**src/rtl/uart_tx.sv**
```systemverilog
// uart_tx: serial UART transmitter.
// Frame on the line: idle high, one start bit (0), DATA_BITS data bits LSB
// first, optional parity bit, then STOP_BITS stop bits (1). Every bit lasts
// CLKS_PER_BIT clk cycles.
//
// Ports
//   clk    system clock, rising edge
//   rst    synchronous active-high reset
//   Din    parallel word, captured when Valid && Ready
//   Valid  Din is offered for transmission
//   Ready  idle and able to accept a word (depends on state only)
//   Dout   registered serial line, idle high
//   Busy   frame in progress
//   Done   one-cycle pulse on the edge the frame completes
//
// States
//   state    | meaning
//   S_IDLE   | line high, waiting for Valid
//   S_START  | driving the start bit
//   S_DATA   | driving data bit bit_cnt
//   S_PARITY | driving the parity bit (only when PARITY != 0)
//   S_STOP   | driving stop bit bit_cnt

module uart_tx #(
  parameter int CLKS_PER_BIT = 16,
  parameter int DATA_BITS    = 7,
  parameter int PARITY       = 0,
  parameter int STOP_BITS    = 1
) (
  input  logic                 clk,
  input  logic                 rst,
  input  logic [DATA_BITS-1:0] Din,
  input  logic                 Valid,
  output logic                 Ready,
  output logic                 Dout,
  output logic                 Busy,
  output logic                 Done
);

  localparam int CW = $clog2(CLKS_PER_BIT);
  localparam int BW = $clog2(DATA_BITS);
  localparam logic [CW-1:0] CNT_LAST  = CW'(CLKS_PER_BIT - 1);
  localparam logic [BW-1:0] BIT_LAST  = BW'(DATA_BITS - 1);
  localparam logic [BW-1:0] STOP_LAST = BW'(STOP_BITS - 1);

  typedef enum logic [2:0] {
    S_IDLE,
    S_START,
    S_DATA,
    S_PARITY,
    S_STOP
  } state_t;

  state_t                 state, state_nxt;
  logic [CW-1:0]          cyc_cnt, cyc_nxt;
  logic [BW-1:0]          bit_cnt, bit_nxt;
  logic [DATA_BITS-1:0]   shreg, shreg_nxt;
  logic                   par_bit, par_nxt;
  logic                   dout_q, dout_nxt;
  logic                   done_q, done_nxt;
  logic                   bit_end;

  always_ff @(posedge clk) begin
    if (rst) begin
      state   <= S_IDLE;
      cyc_cnt <= '0;
      bit_cnt <= '0;
      shreg   <= '0;
      par_bit <= 1'b0;
      dout_q  <= 1'b1;
      done_q  <= 1'b0;
    end else begin
      state   <= state_nxt;
      cyc_cnt <= cyc_nxt;
      bit_cnt <= bit_nxt;
      shreg   <= shreg_nxt;
      par_bit <= par_nxt;
      dout_q  <= dout_nxt;
      done_q  <= done_nxt;
    end
  end

  assign bit_end = (cyc_cnt == CNT_LAST);

  always_comb begin
    state_nxt = state;
    bit_nxt   = bit_cnt;
    shreg_nxt = shreg;
    par_nxt   = par_bit;
    dout_nxt  = dout_q;
    done_nxt  = 1'b0;
    // Cycle counter runs in every non-idle state and wraps at each bit end.
    if (state == S_IDLE || bit_end) cyc_nxt = '0;
    else                            cyc_nxt = cyc_cnt + 1'b1;

    case (state)
      S_IDLE: begin
        dout_nxt = 1'b1;
        if (Valid) begin
          state_nxt = S_START;
          shreg_nxt = Din;
          // Parity is fixed at capture so later Din changes cannot leak in.
          par_nxt   = (PARITY == 2) ? ~(^Din) : ^Din;
          bit_nxt   = '0;
          dout_nxt  = 1'b0;
        end
      end
      S_START: begin
        if (bit_end) begin
          state_nxt = S_DATA;
          bit_nxt   = '0;
          dout_nxt  = shreg[0];
          shreg_nxt = shreg >> 1;
        end
      end
      S_DATA: begin
        if (bit_end) begin
          if (bit_cnt == BIT_LAST) begin
            bit_nxt = '0;
            if (PARITY != 0) begin
              state_nxt = S_PARITY;
              dout_nxt  = par_bit;
            end else begin
              state_nxt = S_STOP;
              dout_nxt  = 1'b1;
            end
          end else begin
            bit_nxt   = bit_cnt + 1'b1;
            dout_nxt  = shreg[0];
            shreg_nxt = shreg >> 1;
          end
        end
      end
      S_PARITY: begin
        if (bit_end) begin
          state_nxt = S_STOP;
          bit_nxt   = '0;
          dout_nxt  = 1'b1;
        end
      end
      S_STOP: begin
        dout_nxt = 1'b1;
        if (bit_end) begin
          if (bit_cnt == STOP_LAST) begin
            state_nxt = S_IDLE;
            bit_nxt   = '0;
            done_nxt  = 1'b1;
          end else begin
            bit_nxt = bit_cnt + 1'b1;
          end
        end
      end
      default: begin
        state_nxt = S_IDLE;
        dout_nxt  = 1'b1;
      end
    endcase
  end

  assign Ready = (state == S_IDLE);
  assign Busy  = (state != S_IDLE);
  assign Dout  = dout_q;
  assign Done  = done_q;

endmodule

```
**config.mk**
```make
export PLATFORM = sky130hd
export DESIGN_NAME = uart_tx
export DESIGN_NICKNAME = d
export VERILOG_FILES = /design/src/rtl/uart_tx.sv
export SDC_FILE = /design/constraint.sdc
export NUM_CORES = 1
export LEC_CHECK = 0
export ABC_AREA = 0
export BUFFER_PORTS_ARGS = -buffer_cell sky130_fd_sc_hd__buf_2
export CORE_MARGIN = 5
export CORE_UTILIZATION = 40
export DETAILED_ROUTE_END_ITERATION = 8
export PLACE_DENSITY_LB_ADDON = 0.3
export SLEW_MARGIN = 15
export SYNTH_ARGS = -nofsm -noshare
export SYNTH_HDL_FRONTEND = slang
export SYNTH_SLANG_ARGS = --single-unit
```
**constraint.sdc**
```tcl
create_clock -name clk -period 2.1 [get_ports clk]
set_clock_uncertainty 0.05 [all_clocks]
set_input_delay 0.42 -clock clk [delete_from_list [all_inputs] [get_ports clk]]
set_output_delay 0.42 -clock clk [all_outputs]
set_load 0.01 [all_outputs]
```
# Word level (Yosys, flattened, before mapping)
# Index checks and enable logic that the tools add are counted.
word_totals:
  register_bits: 19
op_classes:
  add_sub_neg: 2
  eq_ne: 15
  n_mux: 27
  bitwise: 2
  n_reduce_logical: 13
ops:
  columns: ["cell", "n"]
  rows:
  - ["3-bit two-way mux", 13]
  - ["7-bit two-way mux", 4]
  - ["7-bit one-hot mux with 3 select lines", 1]
  - ["2-bit inequality test (second input constant)", 8]
  - ["3-bit one-hot mux with 5 select lines", 1]
  - ["3-bit one-hot mux with 4 select lines", 1]
  - ["5-bit AND reduction", 2]
  - ["7-bit AND reduction", 1]
  - ["3-bit by 2-bit equality test with 1-bit output (second input constant)", 2]
  - ["3-bit equality test (second input constant)", 2]
  - ["3-bit logical NOT", 2]
  - ["1-bit two-way mux", 6]
  - ["3-bit nonzero test", 2]
  - ["4-bit by 1-bit adder with 4-bit output (second input constant)", 1]
  - ["4-bit equality test (second input constant)", 1]
  - ["1-bit one-hot mux with 4 select lines", 1]
  - ["4-bit nonzero test", 1]
  - ["2-bit OR reduction", 2]
  - ["3-bit by 1-bit adder with 3-bit output (second input constant)", 1]
  - ["3-bit by 1-bit equality test with 1-bit output (second input constant)", 1]
  - ["3-bit AND reduction", 1]
  - ["3-bit OR reduction", 1]
  - ["2-bit by 1-bit inequality test with 1-bit output (second input constant)", 1]
  - ["1-bit NOT", 2]
  - ["1-bit logical OR", 1]

# Depth between registers and ports, before layout
# Gate-level depths: netlist (run 1).
depth:
  ltp_word: 4
  depth_mapped: 7
  mapped_depth_nobuf: 6

# Worst setup path before layout (run 1)
# No wires, ideal clock.
synth_timing:
  path_kind: "register to register"
  start: "reg bit_cnt[0]"
  end: "reg bit_cnt[2]"
  setup_ns: 0.079
  arrival_ns: 1.641
  t_required_ns: 1.971
  setup_slack_ns: 0.330
  stages_incl_launch_ff: 7
  path_buffers: 0
  path_cell_list: "dfxtp_1 inv_1 ha_1 a21bo_1 o22ai_2 or4b_4 o221ai_2"
synth_between:
  elab_chain_cells: 4
  word_cells_on_any_way: 8
  cone_classes: "add/sub: 1; eq/ne: 1; mux: 5; reduce/logical: 1"
synth_rtl:
  columns: ["item", "line", "source"]
  rows:
  - ["from (decl)", "56", "logic [BW-1:0] bit_cnt, bit_nxt;"]
  - ["from (signal assigned)", "75", "bit_cnt <= bit_nxt;"]
  - ["3-bit by 1-bit adder with 3-bit output (tied with other cells)", "128, 149", null]
  - ["3-bit two-way mux, on equally long branches", "144, 118", null]
  - ["3-bit two-way mux, on equally long branches", "143, 117", null]
  - ["3-bit one-hot mux with 4 select lines (*)", "96", "case (state)"]
# Every way passes the cells marked *; elsewhere a longest branch is shown, timed or not. The select of a mux whose other input is x is not followed.
# A chain may end at the register's enable or synchronous reset.

# Worst setup path in the final report (run 1)
layout_timing:
  start: "reg cyc_cnt[0]"
  end: "reg bit_cnt[2]"
layout_between:
  elab_chain_cells: 3
  word_cells_on_any_way: 5
  cone_classes: "eq/ne: 4; reduce/logical: 1"
layout_rtl:
  columns: ["item", "line", "source"]
  rows:
  - ["from (decl)", "55", "logic [CW-1:0] cyc_cnt, cyc_nxt;"]
  - ["from (signal assigned)", "74", "cyc_cnt <= cyc_nxt;"]
  - ["4-bit equality test (*)", "83", "assign bit_end = (cyc_cnt == CNT_LAST);"]
  - ["2-bit by 1-bit inequality test with 1-bit output (no line) or 2-bit inequality test (tied branches)", null, null]
  - ["5-bit AND reduction (no line) (*)", null, null]
# Every way passes the cells marked *; elsewhere a longest branch is shown, timed or not.

==> results.yml, run 1 <==
sta:
  worst_pin_slew_ps: 498
  min_period_ps: 1970
  max-slew-margin-rel: 0.667
  fin_tns_setup_ps: 0
  setup_viol: 0
  fin_crit_sh: 0.939
  max_freq_ghz: 0.507
  hold_viol_final: 0
  slew_viol_final: 0
  rsz0062_at_grt: "false"
final_layout:
  antennaDiodeCount: 0
  final_nets: 147
  stdcell_area_um2: 1160
  synthToLayoutAreaGrowth_pct: 10.1
  layout_common_cells: "18 x dfxtp_1, 13 x buf_2, 10 x nor2_1"
  drive_above_1_share: 0.197
  final_common_cell: "dfxtp_1"
cts:
  cts-htree-levels: 1
  ctsHoldBuffers: 0
  post_cts_resized: 0
  clock-sinks: 19
  post-cts-setup-buffer-count: 0
  ctsRootBufferMaster: "clkbuf_4"
  clock_path_buffers: 2
  cts_buffers: 3
  clk_pin_slew_ps: 120
  worstSkewPairLatency_ps: 310
  cts_tree: "yes"
floorplanning:
  io_pins: 14
  num_rows: 18
  core_region_area_um2: 2500
  die-area_um2: 3770
  start_util: 0.423
  die_h_um: 61.4
  die_x_um: 61.4
synth:
  ys_top_cells_by_area: "dfxtp_1 36%, a311oi_1 5.0%, ha_1 4.7%, a21oi_1 4.3%, o21ai_0 3.8%"
  synth_seq_area_share: 0.360
  postSynthNetCount: 136
  synth.distinct_cells: 41
  yosysWarnings: 0
  netlist_instances: 122
  syn_area_um2: 1060
  ys_ff_latch: 19
  syn_avg_cell_area_um2: 8.67
  synth_top_area_frac: 0.360
  yosys.area.top_type: "dfxtp_1"
setup_path:
  start_kind: "register"
  r2r_start: "cyc_cnt[0]"
  slowest_delay_ps: 530
  crit_arrival_ps: 2160
  end_kind: "register"
  crit_start: "cyc_cnt[0]"
  crit_family: "simple AND/OR/NAND/NOR gates"
  crit_fanout: 10
  crit_path_top_delay_cell: "or4b_4"
  critPathRequiredTime_ps: 2290
  crit_chain: "ha_1 -> and3_1 -> a21oi_1 -> or4b_4 -> o221ai_2"
  crit_buf_inv: 0
  critPathKind: "reg -> reg"
power:
  p_clk_frac: 0.189
  sw_frac_of_total: 0.376
  ir_drop_mv: 0.573
  p_per_area_nw_per_um2: 877
  p_sw_uw: 383
  leakagePower_nw: 0.438
  pwr-share-comb: 0.341
  p_int_uw: 638
  p_seq_frac: 0.470
status:
  outcome: "finished clean"
routing:
  drc: 0
  drt-initial-drc-count: 39
  wl_um: 2230
  via_count: 931
  postRouteAntennaNets: 0
  firstDrtPassIters: 4
  vias_per_cell: 5.75
  routedWlPerCell_um: 13.7
min_path:
  min-delay-path-class: "in -> reg"
  min_from: "Din[6]"
grt:
  antenna_found_initial: 0
  first_global_vias: 830
  grt_max_degree: 22
  grt_pass1_wl_um: 3720
  grt_remaining_overflow: 0
  grt_use_total: 0.131
placed_design:
  hpwl_um: 1520
  port_buffers: 13
  place_area_um2: 1130
  gp_congestion: 0.768
run:
  maxCapViolCount: 0
[cells by family (layout without fill, tap and decap cells)]
group / count (synthesis) / count (layout) / share of synthesized area
mux: 2 / 2 / 0.0189
fa+ha+maj: 4 / 4 / 0.0473
buf+inv: 14 / 24 / 0.0592
xor+xnor: 4 / 4 / 0.0331
flops: 19 / 19 / 0.360
compound gates: 39 / 39 / 0.277
simple gates: 40 / 40 / 0.205
[metrics by stage]
step / setup slack [ps] / util / instances / hold slack, ps / total power, mW
floorplan: 330 / - / 122 / 368 / 0.747
global placement: 253 / 0.451 / 158 / 379 / 0.821
detailed placement: 174 / 0.451 / 158 / 389 / 0.823
CTS: 144 / 0.462 / 162 / 322 / 1.02
global route: 8.78 / 0.465 / 162 / 334 / 1.10
finish: 129 / 0.465 / 162 / 325 / 1.02
[layer usage]
metal | vias up | share of wire | track usage
li1 | 468 | - | -
met1 | 438 | 0.48 | 0.177
met2 | 20 | 0.46 | 0.199
met3 | 5 | 0.039 | 0.0252
met4 | 0 | 0.021 | 0.0636
met5 | - | 0 | 0
[flip-flops by register name, indices dropped and copies added (netlist names)]
name and count:
state 3, Dout 1, bit_cnt 3, cyc_cnt 4, shreg 7, Done 1
[power by group through the flow]
stage	Combinational, mW	Sequential (mW)	Clock (mW)
floorplan	0.286	0.461	0
global placement	0.338	0.483	0
detailed placement	0.341	0.482	0
CTS	0.343	0.476	0.198
global route	0.394	0.492	0.215
finish	0.348	0.480	0.193
[path summary, 6_finish.rpt]
kind	to	slack [ps]	cells past startpoint
setup / recovery	bit_cnt[2]	130	5
hold / removal	shreg[6]	320	3
setup reg to reg	bit_cnt[2]	130	5
hold reg to reg	cyc_cnt[0]	400	1
[synthesized netlist by cell type]
cell and instances:
a2111o_1 1, a211oi_1 2, a21bo_1 1, a21boi_0 1
a21oi_1 9, a221oi_1 1, a22o_1 1, a22oi_1 1
a311oi_1 6, and3_1 1, buf_2 2, buf_4 2
clkbuf_1 4, dfxtp_1 19, ha_1 4, inv_1 6
mux2i_1 2, nand2_1 7, nand2b_1 5, nand3_1 2
nand3b_1 2, nor2_1 10, nor2b_1 1, nor3_1 4
nor3b_1 1, nor4_1 1, nor4b_1 1, o2111a_1 1
o2111ai_1 1, o21ai_0 8, o21ba_2 1, o21bai_1 1
o221ai_2 1, o22ai_2 1, o31ai_2 1, o32ai_1 1
or3_1 3, or3b_2 1, or4b_4 1, xnor2_1 2
xor2_1 2
[tightest hold or removal path, delay by kind of cell]
family	cells	cell delay, ps
and+or+nand+nor	1	70
AOI/OAI and AO/OA	1	60
buffers and inverters	1	100
[area by class of cell]
class                           count  area, um2
Inverter                            6       22.5
Multi-Input combinational cell     89        622
Clock inverter                      1       5.00
Clock buffer                        3       22.5
Fill cell                         242       1340
Sequential cell                    19        382
Timing Repair Buffer               14       72.6
Tap cell                           30       37.5
Power figures use the tool's default switching activity.
==> inputs of run 2 (changes only) <==
- RECOVER_POWER: default -> 25
- REMOVE_ABC_BUFFERS: default -> 1
==> results.yml, run 2 (synthesis gave the netlist of run 1 again) <==
cts:
  cts_tree: "yes"
  ctsRootBufferMaster: "clkbuf_4"
  worstSkewPairLatency_ps: 300
  cts-htree-levels: 1
  clk_pin_slew_ps: 110
  cts_buffers: 3
  clock-sinks: 19
  clock_path_buffers: 2
routing:
  drt-initial-drc-count: 40
  firstDrtPassIters: 4
  drc: 0
  wl_um: 2390
  routedWlPerCell_um: 14.7
  postRouteAntennaNets: 0
  vias_per_cell: 5.75
  via_count: 938
placed_design:
  dp.cells: 159
  place_ws_ps: 164
  hpwl_um: 1700
  gp_congestion: 0.795
  port_buffers: 13
floorplanning:
  start_util: 0.423
  num_rows: 18
  die_x_um: 61.4
  core_region_area_um2: 2500
  io_pins: 14
  die_h_um: 61.4
  die-area_um2: 3770
setup_path:
  crit_path_top_delay_cell: "dfxtp_1"
  slowest_delay_ps: 460
  r2r_end: "bit_cnt[0]"
  r2r_cells: 5
  r2r_start: "cyc_cnt[0]"
  crit_family: "flip-flops"
  r2r_slack_ps: 120
  crit_fanout: 12
  crit_arrival_ps: 1570
  start_kind: "register"
  critPathKind: "reg -> out"
  end_kind: "primary output"
  critPathRequiredTime_ps: 1630
  crit_chain: "buf_4 -> nor3_1 -> inv_1 -> buf_2"
  crit_buf_inv: 3
sta:
  hold_viol_final: 0
  min_period_ps: 2040
  slew_viol_final: 0
  fin_crit_sh: 0.973
  worst_pin_slew_ps: 602
  max_freq_ghz: 0.489
  setup_viol: 0
  postLayoutSetupSlackWorst_ps: 57.0
  timing.hold.ws_ps: 338
  rsz0062_at_grt: "true"
  max-slew-margin-rel: 0.596
grt:
  grt_pass1_wl_um: 4200
  grt_use_total: 0.146
  grt_max_degree: 22
  first_global_vias: 931
  antenna_found_initial: 0
  grt_remaining_overflow: 0
final_layout:
  drive_above_1_share: 0.173
  largest_reg_flops: 7
  final_nets: 148
  final_common_cell: "dfxtp_1"
  fin_cells: 163
  synthToLayoutAreaGrowth_pct: 9.82
  fillers: 252
  largest_registers: "shreg: 7 flops, cyc_cnt: 4 flops"
  layout_common_cells: "19 x dfxtp_1, 11 x buf_2, 9 x nor2_1, 9 x a21oi_1, 8 x o21ai_0"
  antennaDiodeCount: 0
  top_register: "shreg"
min_path:
  holdPathStages: 3
  min-delay-path-class: "in -> reg"
  hold-path-endpoint: "shreg[5]"
  min_from: "Din[5]"
power:
  ir_drop_mv: 0.693
  leakagePower_nw: 0.431
  p_per_area_nw_per_um2: 886
status:
  outcome: "finished clean"
run:
  maxCapViolCount: 0
## run 2: layout make-up
cell class,instances,area (um2),share of cell area
Multi-Input combinational cell,89,617,0.531
Sequential cell,19,380,0.328
Timing Repair Buffer,15,77.6,0.0668
Tap cell,30,37.5,0.0323
Clock buffer,4,26.3,0.0226
Inverter,6,22.5,0.0194
## run 2: how the worst max path moves through the flow
stage	cells past startpoint	slack (ps)	from	to
5_1_grt	4	-70	state[2]	Busy
3_3_place_gp	5	250	cyc_cnt[0]	bit_cnt[0]
6_report	4	60	state[2]	Busy
2_1_floorplan	6	330	bit_cnt[0]	bit_cnt[2]
4_1_cts	4	70	state[2]	Busy
3_5_place_dp	6	160	bit_cnt[0]	bit_cnt[0]
## run 2: per-stage QoR
step / area, um2 / setup TNS, ps / power, mW / util
after floorplan: 1020 / 0 / 0.727 / -
after CTS: 1160 / 0 / 1.02 / 0.464
after global placement: 1130 / 0 / 0.825 / 0.454
final: 1160 / 0 / 1.03 / 0.464
after detailed placement: 1130 / 0 / 0.835 / 0.454
after global routing: 1160 / -217 / 1.10 / 0.464
## run 2: report_power, final
group	leakage (nW)	total, mW	switching [mW]	internal, mW
registers	0.155	0.475	0.0527	0.423
clock network	0.0150	0.193	0.119	0.0741
logic	0.261	0.360	0.216	0.145
## run 2: layer usage
metal / up-vias / global-route usage / routed length, um
met3: 6 / 0.0461 / 146
li1: 470 / - / -
met2: 23 / 0.231 / 1130
met1: 439 / 0.195 / 1080
met5: - / 0 / 0
met4: 0 / 0.0303 / 29
## run 2: what timing repair did
item / in CTS / in global routing
setup buffers: 0 / 0
hold buffers: 0 / 0
endpoints found under the setup margin: 0 / 8
gates resized for setup: 0 / 1
## run 2: worst reg2reg max path, cell delays in order (launching register included)
cell and delay (ps):
dfxtp_1 380, ha_1 210, and3_1 360, a21oi_1 170, or4b_4 530, o31ai_2 200
==> inputs of run 3 (changes only) <==
- BUFFER_PORTS_ARGS: -buffer_cell sky130_fd_sc_hd__buf_2 -> -buffer_cell sky130_fd_sc_hd__buf_4
- CORE_ASPECT_RATIO: default -> 2
==> results.yml, run 3 (synthesis gave the netlist of run 1 again) <==
status:
  outcome: "finished clean"
sta:
  fin_tns_setup_ps: 0
  timing.hold.ws_ps: 385
  fin_crit_sh: 0.928
  worst_pin_slew_ps: 507
  min_period_ps: 1950
  max-slew-margin-rel: 0.661
  rsz0062_at_grt: "false"
  max_freq_ghz: 0.513
  slew_viol_final: 0
  hold_viol_final: 0
  setup_viol: 0
  postLayoutSetupSlackWorst_ps: 152
power:
  p_seq_frac: 0.423
  pwr-share-comb: 0.345
  p_clk_frac: 0.231
  sw_frac_of_total: 0.348
  leakagePower_nw: 0.453
  p_sw_uw: 386
  ir_drop_mv: 0.422
  p_int_uw: 723
  p_per_area_nw_per_um2: 916
setup_path:
  critPathKind: "reg -> reg"
  r2r_slack_ps: 150
  crit_fanout: 10
  end_kind: "register"
  start_kind: "register"
  crit_arrival_ps: 2080
  critPathRequiredTime_ps: 2240
cts:
  clock_path_buffers: 2
  clock-sinks: 19
  cts-htree-levels: 1
  clk_pin_slew_ps: 70
  cts_tree: "yes"
  post_cts_resized: 0
  ctsHoldBuffers: 0
  worstSkewPairLatency_ps: 260
  ctsRootBufferMaster: "clkbuf_8"
  cts_buffers: 3
  post-cts-setup-buffer-count: 0
placed_design:
  gp_congestion: 0.835
  place_area_um2: 1170
  port_buffers: 13
  dp.cells: 158
  place_ws_ps: 179
  hpwl_um: 1890
routing:
  postRouteAntennaNets: 0
  via_count: 948
  firstDrtPassIters: 4
  drc: 0
  drt-initial-drc-count: 24
  vias_per_cell: 5.85
  wl_um: 2400
  routedWlPerCell_um: 14.8
final_layout:
  largest_registers: "shreg: 7 flops, cyc_cnt: 4 flops"
  drive_above_1_share: 0.172
  largest_reg_flops: 7
  fin_cells: 162
  layout_common_cells: "19 x dfxtp_1, 14 x buf_4, 10 x nor2_1"
  final_common_cell: "dfxtp_1"
  synthToLayoutAreaGrowth_pct: 14.4
  stdcell_area_um2: 1210
  top_register: "shreg"
  fillers: 260
  final-seq-area_um2: 380
  multi_input_area_um2: 614
  final_nets: 149
  antennaDiodeCount: 0
floorplanning:
  io_pins: 14
  die_x_um: 46.4
  core_region_area_um2: 2540
  die-area_um2: 3830
  num_rows: 26
  start_util: 0.417
  die_h_um: 82.7
grt:
  grt_max_degree: 22
  grt_use_total: 0.149
  grt_pass1_wl_um: 4150
  antenna_found_initial: 0
  grt_remaining_overflow: 0
  first_global_vias: 1008
run:
  maxCapViolCount: 0
min_path:
  min-delay-path-class: "in -> reg"
==> run 3: worst paths after layout <==
| kind | startpoint | to | cells after the start |
|---|---|---|---|
| setup / recovery | cyc_cnt[0] | bit_cnt[2] | 5 |
| hold reg to reg | cyc_cnt[0] | cyc_cnt[0] | 1 |
| hold / removal | Din[6] | shreg[6] | 3 |
| setup reg to reg | cyc_cnt[0] | bit_cnt[2] | 5 |
==> run 3: stage by stage <==
stage / utilization / total power, mW
floorplan: - / 0.727
global placement: 0.462 / 0.861
detailed placement: 0.462 / 0.868
CTS: 0.480 / 1.13
global route: 0.477 / 1.18
finish: 0.477 / 1.11
==> run 3: layer usage <==
| metal | global-route usage | vias up | share of wire |
|---|---|---|---|
| met5 | 0 | - | 0 |
| met3 | 0.0239 | 7 | 0.045 |
| li1 | - | 477 | - |
| met2 | 0.280 | 18 | 0.57 |
| met1 | 0.136 | 446 | 0.35 |
| met4 | 0.0940 | 0 | 0.033 |
==> run 3: layout make-up <==
class | instances | share of cell area
repair buffers | 16 | 0.0931
flip-flops and latches | 19 | 0.314
well taps | 28 | 0.0290
multi-input cells | 89 | 0.508
inverters | 6 | 0.0186
clock buffers | 4 | 0.0372
==> run 3: power by group through the flow <==
stage / Combinational, mW / Sequential (mW) / Clock, mW
floorplan: 0.253 / 0.474 / 0
global placement: 0.384 / 0.477 / 0
detailed placement: 0.390 / 0.478 / 0
CTS: 0.392 / 0.470 / 0.265
global route: 0.436 / 0.476 / 0.272
finish: 0.383 / 0.469 / 0.256
==> run 3: critical path, stage by stage, from the launching register on <==
cell and delay (ps):
dfxtp_1 360, ha_1 210, and3_1 370, a21oi_1 160, or4b_4 540, o221ai_2 190
